[config.mk]
export PLATFORM = sky130hd
export DESIGN_NAME = maria_bus_arbiter_flat
export DESIGN_NICKNAME = d
export VERILOG_FILES = /design/src/rtl/maria_bus_pkg.sv /design/src/rtl/maria_bus_arbiter_if.sv /design/src/rtl/dma_watchdog.sv /design/src/rtl/maria_bus_arbiter.sv /design/src/flat_wrapper.sv
export SDC_FILE = /design/constraint.sdc
export NUM_CORES = 1
export LEC_CHECK = 0
export BUFFER_PORTS_ARGS = -buffer_cell sky130_fd_sc_hd__buf_2
export CORE_MARGIN = 2
export CORE_UTILIZATION = 30
export CTS_CLUSTER_DIAMETER = 30
export DETAILED_ROUTE_END_ITERATION = 12
export PLACE_DENSITY = 0.62
export SYNTH_ARGS = -nofsm -noshare
export SYNTH_HDL_FRONTEND = slang
export SYNTH_SLANG_ARGS = --single-unit
[constraint.sdc]
create_clock -name sysclock -period 1.6 [get_ports sysclock]
set_clock_uncertainty 0.05 [all_clocks]
set_input_delay 0.16 -clock sysclock [delete_from_list [all_inputs] [get_ports sysclock]]
set_output_delay 0.16 -clock sysclock [all_outputs]
set_load 0.1 [all_outputs]
[src/rtl/maria_bus_pkg.sv]
// Shared types and widths for the MARIA bus arbiter slice.
package maria_bus_pkg;

   typedef enum logic [1:0] {
      IDLE     = 2'd0,
      HALT_REQ = 2'd1,
      DMA      = 2'd2,
      RELEASE  = 2'd3
   } arb_state_t;

   localparam int unsigned ARB_SETTLE_W = 3;
   localparam int unsigned ARB_WD_W     = 12;

endpackage

[src/rtl/maria_bus_arbiter_if.sv]
// Handshake bundle between the memory-map/line-timing side and the bus arbiter.
interface maria_bus_arbiter_if;

   logic pclk0;
   logic tia_en;
   logic slow_access;
   logic dma_req;
   logic dma_done;
   logic wsync_req;
   logic line_start;
   logic halt_b;
   logic rdy;
   logic drive_AB;
   logic dma_grant;
   logic dma_timeout_err;

   modport master (
      output pclk0, tia_en, slow_access, dma_req, dma_done, wsync_req, line_start,
      input  halt_b, rdy, drive_AB, dma_grant, dma_timeout_err
   );

   modport slave (
      input  pclk0, tia_en, slow_access, dma_req, dma_done, wsync_req, line_start,
      output halt_b, rdy, drive_AB, dma_grant, dma_timeout_err
   );

endinterface

[src/rtl/dma_watchdog.sv]
// DMA ownership timeout: counts cycles spent in DMA and flags a sticky error on expiry.
module dma_watchdog
   import maria_bus_pkg::*;
#(
   parameter int unsigned TIMEOUT = 4095
) (
   input  logic clk,
   input  logic rst_n,
   input  logic in_dma_i,
   output logic expire_c_o,
   output logic err_o
);

   localparam logic [ARB_WD_W-1:0] LIMIT = ARB_WD_W'(TIMEOUT);

   logic [ARB_WD_W-1:0] cnt_q, cnt_d;
   logic                err_q, err_d;

   assign expire_c_o = in_dma_i && (cnt_q == LIMIT);
   assign err_o      = err_q;

   // Counter saturates at the limit and clears whenever DMA is not owned.
   always_comb begin
      cnt_d = '0;
      err_d = err_q | expire_c_o;
      if (in_dma_i) begin
         cnt_d = (cnt_q == LIMIT) ? cnt_q : cnt_q + 1'b1;
      end
   end

   always_ff @(posedge clk or negedge rst_n) begin
      if (!rst_n) begin
         cnt_q <= '0;
         err_q <= 1'b0;
      end else begin
         cnt_q <= cnt_d;
         err_q <= err_d;
      end
   end

endmodule

[src/rtl/maria_bus_arbiter.sv]
// 7800 bus ownership sequencer between the 6502 and MARIA DMA, with HALT/RDY/WSYNC control.
// Optional DMA watchdog is enabled by defining MARIA_BUS_ARB_WATCHDOG_EN.
module maria_bus_arbiter
   import maria_bus_pkg::*;
#(
   parameter int unsigned HALT_SETTLE = 2
`ifdef MARIA_BUS_ARB_WATCHDOG_EN
   , parameter int unsigned DMA_TIMEOUT = 4095
`endif
) (
   input  logic                sysclock,
   input  logic                reset_b,
   maria_bus_arbiter_if.slave  arb_if
);

   localparam logic [ARB_SETTLE_W-1:0] SETTLE_LIM = ARB_SETTLE_W'(HALT_SETTLE);

   arb_state_t              state_q, state_d;
   logic [ARB_SETTLE_W-1:0] settle_q, settle_d;
   logic                    halt_b_q, halt_b_d;
   logic                    rdy_q, rdy_d;
   logic                    drive_q, drive_d;
   logic                    grant_q, grant_d;
   logic                    wd_expire_c;

   // State and output registers.
   always_ff @(posedge sysclock or negedge reset_b) begin
      if (!reset_b) begin
         state_q  <= IDLE;
         settle_q <= '0;
         halt_b_q <= 1'b1;
         rdy_q    <= 1'b1;
         drive_q  <= 1'b0;
         grant_q  <= 1'b0;
      end else begin
         state_q  <= state_d;
         settle_q <= settle_d;
         halt_b_q <= halt_b_d;
         rdy_q    <= rdy_d;
         drive_q  <= drive_d;
         grant_q  <= grant_d;
      end
   end

   // Next state; the settle counter only runs inside HALT_REQ, so entry always sees zero.
   always_comb begin
      state_d  = state_q;
      settle_d = '0;
      if (state_q == HALT_REQ) begin
         settle_d = settle_q;
         if (arb_if.pclk0 && !arb_if.slow_access && (settle_q < SETTLE_LIM)) begin
            settle_d = settle_q + 1'b1;
         end
      end
      if (arb_if.tia_en) begin
         state_d = IDLE;
      end else begin
         case (state_q)
            IDLE:     if (arb_if.dma_req) state_d = HALT_REQ;
            HALT_REQ: begin
               if (!arb_if.dma_req)            state_d = IDLE;
               else if (settle_q == SETTLE_LIM) state_d = DMA;
            end
            DMA:      if (arb_if.dma_done || wd_expire_c) state_d = RELEASE;
            RELEASE:  if (arb_if.pclk0) state_d = arb_if.dma_req ? HALT_REQ : IDLE;
            default:  state_d = IDLE;
         endcase
      end
   end

   // Registered outputs are decoded from the upcoming state.
   always_comb begin
      halt_b_d = 1'b1;
      drive_d  = 1'b0;
      grant_d  = (state_q == HALT_REQ) && (state_d == DMA);
      rdy_d    = rdy_q;
      case (state_d)
         HALT_REQ, RELEASE: halt_b_d = 1'b0;
         DMA: begin
            halt_b_d = 1'b0;
            drive_d  = 1'b1;
         end
         default: ;
      endcase
      // A WSYNC write beats a coincident line start; the stall waits for the next one.
      if (arb_if.wsync_req)       rdy_d = 1'b0;
      else if (arb_if.line_start) rdy_d = 1'b1;
   end

`ifdef MARIA_BUS_ARB_WATCHDOG_EN
   logic wd_err;

   dma_watchdog #(
      .TIMEOUT (DMA_TIMEOUT)
   ) u_dma_watchdog (
      .clk        (sysclock),
      .rst_n      (reset_b),
      .in_dma_i   (state_q == DMA),
      .expire_c_o (wd_expire_c),
      .err_o      (wd_err)
   );

   assign arb_if.dma_timeout_err = wd_err;
`else
   assign wd_expire_c            = 1'b0;
   assign arb_if.dma_timeout_err = 1'b0;
`endif

   assign arb_if.halt_b    = halt_b_q;
   assign arb_if.rdy       = rdy_q;
   assign arb_if.drive_AB  = drive_q;
   assign arb_if.dma_grant = grant_q;

endmodule

[src/flat_wrapper.sv]
// flat-port wrapper written by rule: the top's interface ports become plain ports
module maria_bus_arbiter_flat import maria_bus_pkg::*;
#(
   parameter int unsigned HALT_SETTLE = 2

)
  (sysclock, reset_b, arb_if_pclk0, arb_if_tia_en, arb_if_slow_access, arb_if_dma_req, arb_if_dma_done, arb_if_wsync_req, arb_if_line_start, arb_if_halt_b, arb_if_rdy, arb_if_drive_AB, arb_if_dma_grant, arb_if_dma_timeout_err);
  maria_bus_arbiter_if arb_if_i ();
  input  logic sysclock;
  input  logic reset_b;
  input wire logic [$bits(arb_if_i.pclk0)-1:0] arb_if_pclk0;
  input wire logic [$bits(arb_if_i.tia_en)-1:0] arb_if_tia_en;
  input wire logic [$bits(arb_if_i.slow_access)-1:0] arb_if_slow_access;
  input wire logic [$bits(arb_if_i.dma_req)-1:0] arb_if_dma_req;
  input wire logic [$bits(arb_if_i.dma_done)-1:0] arb_if_dma_done;
  input wire logic [$bits(arb_if_i.wsync_req)-1:0] arb_if_wsync_req;
  input wire logic [$bits(arb_if_i.line_start)-1:0] arb_if_line_start;
  output wire logic [$bits(arb_if_i.halt_b)-1:0] arb_if_halt_b;
  output wire logic [$bits(arb_if_i.rdy)-1:0] arb_if_rdy;
  output wire logic [$bits(arb_if_i.drive_AB)-1:0] arb_if_drive_AB;
  output wire logic [$bits(arb_if_i.dma_grant)-1:0] arb_if_dma_grant;
  output wire logic [$bits(arb_if_i.dma_timeout_err)-1:0] arb_if_dma_timeout_err;
  assign arb_if_i.pclk0 = arb_if_pclk0;
  assign arb_if_i.tia_en = arb_if_tia_en;
  assign arb_if_i.slow_access = arb_if_slow_access;
  assign arb_if_i.dma_req = arb_if_dma_req;
  assign arb_if_i.dma_done = arb_if_dma_done;
  assign arb_if_i.wsync_req = arb_if_wsync_req;
  assign arb_if_i.line_start = arb_if_line_start;
  assign arb_if_halt_b = arb_if_i.halt_b;
  assign arb_if_rdy = arb_if_i.rdy;
  assign arb_if_drive_AB = arb_if_i.drive_AB;
  assign arb_if_dma_grant = arb_if_i.dma_grant;
  assign arb_if_dma_timeout_err = arb_if_i.dma_timeout_err;
  maria_bus_arbiter #(.HALT_SETTLE(HALT_SETTLE)) u_core (.sysclock(sysclock), .reset_b(reset_b), .arb_if(arb_if_i));
endmodule
==> impl_metrics.csv, run 1 <==
group,metric,value,unit
yosys,synth-seq-cells,9,
grt,antenna_found_initial,0,
grt,grt_overflow,0,
detailed_routing,viasPerCell,4.45,
detailed_routing,wire_per_inst,9.55,um
grt,grt_pass1_wl,1370,um
clock_tree,root_buffer,"clkbuf_4",
cells_and_area,layout-drive-gt1-share,0.295,
cells_and_area,diodes,0,
yosys,synth.distinct_cells,19,
yosys,synth_warnings,0,
detailed_routing,drt_iter0_markers,4,
timing,hold_violations,0,
floorplanning,io_pins,14,
floorplanning,die_height,41.6,um
worst_setup_path,critPathMaxStageDelay,0.40,ns
yosys,yosys-top-cells-area,"dfrtp_1 (41%), dfstp_2 (12%), nor2_1 (8.0%)",
timing,maxSlewViolCount,0,
pwr,ir_worst_vdd,439,uV
detailed_routing,ant_nets,0,
flow_run,cap_violations,0,
floorplanning,die_w,41.6,um
yosys,synth_nets,55,
worst_setup_path,slowest_stage,"dfrtp_1",
worst_setup_path,cp_top_family,"compound AO/OA/AOI/OAI gates",
floorplanning,core_area,1320,um^2
worst_setup_path,arrival,1.58,ns
placed_design,hpwl,556,um
yosys,ys.flop_type,"dfrtp_1",
detailed_routing,drt_wl_total,726,um
placed_design,port_buffers,12,
placed_design,place_ws,0.142,ns
worst_setup_path,critPathLaunchType,"register",
timing,period_share,0.900,
run_status,outcome,"completed",
cells_and_area,regArea,228,um^2
yosys,synth_edf_count,0,
timing,finalSetupViolations,0,
worst_setup_path,cp_max_fo,4,
cells_and_area,final_nets,73,
pwr,power.density,924,nW/um^2
clock_tree,cts_setup_buffers,0,
pwr,p_leak,0.283,nW
timing,fmax,0.694,GHz
clock_tree,cts_inserted_buffers,3,
yosys,synth_top_area_frac,0.413,
clock_tree,cts_tree,"built",
worst_setup_path,critPathBufInv,1,
grt,grt_max_degree,10,
timing,finalCriticalPeriod,1.44,ns
cells_and_area,area_growth,27.7,%
timing,fin_setup_tns,0,ns
yosys,syn_inst,44,
detailed_routing,drt-pass1-iter-count,4,
clock_tree,cts_sinks,9,
yosys,syn-mean-instance-area,9.64,um^2
floorplanning,rows,13,
floorplanning,dieArea,1730,um^2
grt,grt_pass1_vias,353,
detailed_routing,vias,338,
yosys,synthArstFlopShare,1.00,
yosys,ys_seq_area_frac,0.537,
detailed_routing,drcViolationCount,0,
clock_tree,htreeDepth,1,
timing,rsz0062_at_grt,"false",
floorplanning,initial_utilization,0.322,
placed_design,gp_congestion,0.675,
cells_and_area,multiInputGateArea,170,um^2
grt,grt_usage,0.104,
worst_setup_path,end_kind,"register",
cells_and_area,fillCellCount,137,
hold_path,hold_class,"in2reg",
clock_tree,path_clk_slew,0.06,ns
yosys,synth_area,424,um^2
worst_setup_path,worstSetupPathType,"reg2reg",
yosys,synth_largest_area_cell,"dfrtp_1",
clock_tree,clockBufferDepth,2,
timing,fin_ws,0.160,ns
clock_tree,clock_latency,0.25,ns
worst_setup_path,cp.required,1.74,ns
worst_setup_path,crit_chain,"inv_1 -> ha_1 -> nor2b_2 -> a31oi_1 -> a311o_1 -> and2_1",
-- repair_timing --
item | 4_1_cts | 5_1_grt
hold endpoints to repair | 10 | 0
hold buffers | 2 | 0
resized for setup | 0 | 0
-- registers in the layout (all words and copies together) (netlist names) --
| name | count |
|---|---|
| u_core.settle_q | 3 |
| u_core.state_q | 2 |
| u_core.arb_if.dma_grant | 1 |
| u_core.arb_if.drive_AB | 1 |
| u_core.arb_if.halt_b | 1 |
| u_core.arb_if.rdy | 1 |
-- power by group --
group,internal [W],leakage [nW],switching [W]
Clock,0.0000958,0.0150,0.0000744
Combinational,0.0000241,0.151,0.0000624
Sequential,0.000238,0.117,0.00000590
Total,0.000358,0.283,0.000143
-- cells in the mapped netlist (2+ instances only) --
| library cell | count |
|---|---|
| nor2_1 | 9 |
| nor3_1 | 3 |
| nor2b_1 | 2 |
| a21oi_1 | 2 |
| nand2b_1 | 2 |
| dfstp_2 | 2 |
| ha_1 | 2 |
| inv_1 | 5 |
| dfrtp_1 | 7 |
-- cell type report --
type | count | share of cell area
Clock buffer | 4 | 0.0485
Inverter | 5 | 0.0346
Multi-Input combinational cell | 29 | 0.314
Sequential cell | 9 | 0.420
Tap cell | 15 | 0.0346
Timing Repair Buffer | 14 | 0.148
-- stage by stage --
stage / area, um^2 / power (W) / hold WS, ns / std cells / util
after global placement: 495 / 0.000331 / -0.0327 / 70 / 0.376
after detailed placement: 495 / 0.000331 / -0.0312 / 70 / 0.376
after global routing: 542 / 0.000526 / 0.116 / 76 / 0.411
final: 542 / 0.000501 / 0.0886 / 76 / 0.411
after CTS: 542 / 0.000508 / 0.0847 / 76 / 0.411
after floorplan: 424 / 0.000311 / -0.186 / 44 / -
-- layer usage --
metal	track usage	wire length (um)	up-vias	share of wire
li1	-	-	174	-
met1	0.123	328	157	0.45
met2	0.172	375	5	0.52
met3	0.0130	9	2	0.012
met4	0.0774	12	0	0.017
met5	0	0	-	0
-- logic make-up (layout without fill, tap and decap cells) --
kind of cell,after synthesis,count (layout),share of synthesized area
compound gates,6,6,0.0944
xor+xnor,1,1,0.0207
fa+ha+maj,2,2,0.0590
buf+inv,6,23,0.0620
flops,9,9,0.537
other cells,1,1,0.00884
simple gates,19,19,0.218
-- worst paths after layout --
path                                         start              endpoint  slack [ns]  depth (start not counted)
min in group asynchronous                  reset_b    u_core.settle_q[0]        0.23                          2
worst max-delay path            u_core.settle_q[0]  u_core.arb_if.halt_b        0.16                          6
worst min register to register   u_core.arb_if.rdy     u_core.arb_if.rdy        0.44                          2
max in group asynchronous                  reset_b     u_core.arb_if.rdy        1.02                          2
worst min-delay path             arb_if_line_start     u_core.arb_if.rdy        0.09                          3
worst max register to register  u_core.settle_q[0]  u_core.arb_if.halt_b        0.16                          6
-- cell usage in the layout, fill, tap and decap left out, types with 2 or more instances in the layout --
cell | Yosys | routed
buf_2 | 0 | 12
nor2_1 | 9 | 9
dfrtp_1 | 7 | 7
inv_1 | 5 | 5
nor3_1 | 3 | 3
clkbuf_4 | 0 | 3
nor2b_1 | 2 | 2
a21oi_1 | 2 | 2
nand2b_1 | 2 | 2
ha_1 | 2 | 2
dlygate4sd3_1 | 0 | 2
dfstp_2 | 2 | 2
-- tightest hold or removal path, stage by stage --
cell and delay, ns:
buf_2 0.07, nor2_1 0.03, nor2_1 0.08
Note: power is estimated with default switching activity, not from simulation.
==> run 2, diff against run 1 <==
- CORE_MARGIN: 2 -> not set
==> run 2 against run 1 <==
  * Count of clock-buffer cells in the layout unchanged
  * Fmax decreased by 0.68%
  * Design area unchanged
  * Combinational power decreased by 0.8%
  * First-iteration DRC count increased by 75%
  * Critical path depth unchanged
  * Non-clock buffer count unchanged
  * Routed wire length decreased by 3.2%
  * Utilization increased by 0.51 points
  * Worst hold slack got worse by 0.020 ns
  * Power increased by 0.56%
  * Highest routed layer unchanged
==> impl_metrics.csv, run 2 (synthesis results as in run 1) <==
group,metric,value,unit
cells_and_area,final_nets,73,
clock_tree,cts_resized,0,
cells_and_area,largest_reg_flops,3,
clock_tree,clock_latency,0.26,ns
clock_tree,root_buffer,"clkbuf_4",
detailed_routing,vias,337,
worst_setup_path,crit_chain,"inv_1 -> ha_1 -> nor2b_2 -> a31oi_1 -> a311o_1 -> and2_1",
detailed_routing,drt_iter0_markers,7,
timing,finalCriticalPeriod,1.45,ns
pwr,power.density,929,nW/um^2
cells_and_area,stdcell_area,542,um^2
timing,fin_setup_tns,0,ns
floorplanning,initial_utilization,0.326,
timing,maxSlewViolCount,0,
floorplanning,die_height,39.6,um
timing,rsz0062_at_grt,"false",
grt,grt_usage,0.122,
timing,period_share,0.906,
clock_tree,cts_inserted_buffers,3,
grt,antenna_found_initial,0,
cells_and_area,final_common_cell,"buf_2",
clock_tree,clockBufferDepth,2,
run_status,outcome,"completed",
flow_run,cap_violations,0,
detailed_routing,viasPerCell,4.43,
pwr,ir_worst_vdd,386,uV
cells_and_area,final_cell_mix,"buf_2 (12), nor2_1 (9), dfrtp_1 (7), inv_1 (5)",
detailed_routing,drcViolationCount,0,
worst_setup_path,end_kind,"register",
clock_tree,htreeDepth,1,
cells_and_area,largest_register,"u_core.settle_q",
pwr,finalPower,0.000503,W
worst_setup_path,worstSetupPathType,"reg2reg",
cells_and_area,fin_cells,76,
detailed_routing,ant_nets,0,
floorplanning,core_area,1300,um^2
placed_design,hpwl,504,um
cells_and_area,top_regs,"u_core.settle_q (3), u_core.state_q (2)",
timing,finalSetupViolations,0,
grt,grt_max_degree,10,
cells_and_area,diodes,0,
worst_setup_path,cp_top_family,"compound AO/OA/AOI/OAI gates",
worst_setup_path,arrival,1.59,ns
worst_setup_path,critPathMaxStageDelay,0.41,ns
worst_setup_path,r2r_slack,0.15,ns
clock_tree,cts_setup_buffers,0,
clock_tree,path_clk_slew,0.06,ns
clock_tree,cts_sinks,9,
worst_setup_path,critPathBufInv,1,
detailed_routing,drt-pass1-iter-count,5,
worst_setup_path,cp_max_fo,4,
grt,grt_pass1_wl,1120,um
timing,hold_violations,0,
grt,grt_pass1_vias,289,
grt,grt_overflow,0,
detailed_routing,wire_per_inst,9.25,um
floorplanning,dieArea,1570,um^2
cells_and_area,layout-drive-gt1-share,0.295,
clock_tree,cts_tree,"built",
placed_design,placed_cells,70,
timing,fmax,0.690,GHz
placed_design,placed_area,495,um^2
detailed_routing,drt_wl_total,703,um
worst_setup_path,critPathLaunchType,"register",
cells_and_area,area_growth,27.7,%
floorplanning,io_pins,14,
cells_and_area,fillCellCount,136,
placed_design,gp_congestion,0.655,
floorplanning,rows,13,
pwr,p_leak,0.283,nW
hold_path,hold_class,"in2reg",
worst_setup_path,cp.required,1.74,ns
worst_setup_path,slowest_stage,"dfrtp_1",
floorplanning,die_w,39.6,um
placed_design,port_buffers,12,
run 2: path summary, 6_finish.rpt:
check                                   start                   end  cells past startpoint
setup / recovery           u_core.settle_q[0]  u_core.arb_if.halt_b                      6
max in group asynchronous             reset_b  u_core.arb_if.halt_b                      2
min in group asynchronous             reset_b    u_core.settle_q[0]                      2
hold reg to reg             u_core.arb_if.rdy     u_core.arb_if.rdy                      2
hold / removal              arb_if_line_start     u_core.arb_if.rdy                      3
setup reg to reg           u_core.settle_q[0]  u_core.arb_if.halt_b                      6
run 2: layout make-up:
| cell class | count | area [um^2] | area share |
|---|---|---|---|
| Multi-Input combinational cell | 29 | 170 | 0.314 |
| Clock buffer | 4 | 26.3 | 0.0485 |
| Tap cell | 15 | 18.8 | 0.0346 |
| Inverter | 5 | 18.8 | 0.0346 |
| Timing Repair Buffer | 14 | 80.1 | 0.148 |
| Sequential cell | 9 | 228 | 0.420 |
run 2: worst register-to-register path, cell delays in order (launching register included):
cell and delay, ns:
dfrtp_1 0.41, inv_1 0.07, ha_1 0.13, nor2b_2 0.15, a31oi_1 0.09, a311o_1 0.33, and2_1 0.16
run 2: through the flow:
stage	setup WS [ns]	hold slack (ns)	utilization
after floorplan	0.255	-0.186	-
after global placement	0.148	-0.0331	0.381
after detailed placement	0.160	-0.0319	0.381
after CTS	0.141	0.0655	0.416
after global routing	0.0357	0.0722	0.416
final	0.150	0.0683	0.416
run 2: report_power, final:
| part | switching [W] | total, W | internal [W] |
|---|---|---|---|
| clock | 0.0000777 | 0.000174 | 0.0000960 |
| sequential | 0.00000587 | 0.000244 | 0.000238 |
| combinational | 0.0000618 | 0.0000859 | 0.0000241 |
| total | 0.000145 | 0.000503 | 0.000358 |
run 2: per-layer routing:
| metal | global-route usage | share of wire | up-vias |
|---|---|---|---|
| li1 | - | - | 172 |
| met1 | 0.126 | 0.43 | 153 |
| met2 | 0.176 | 0.49 | 10 |
| met3 | 0.0682 | 0.053 | 2 |
| met4 | 0.103 | 0.030 | 0 |
| met5 | 0 | 0 | - |
run 2: repair_timing:
| action | in CTS | in global routing |
|---|---|---|
| endpoints found under the setup margin | 0 | 0 |
| hold endpoints to repair | 10 | 0 |
| hold buffers | 2 | 0 |
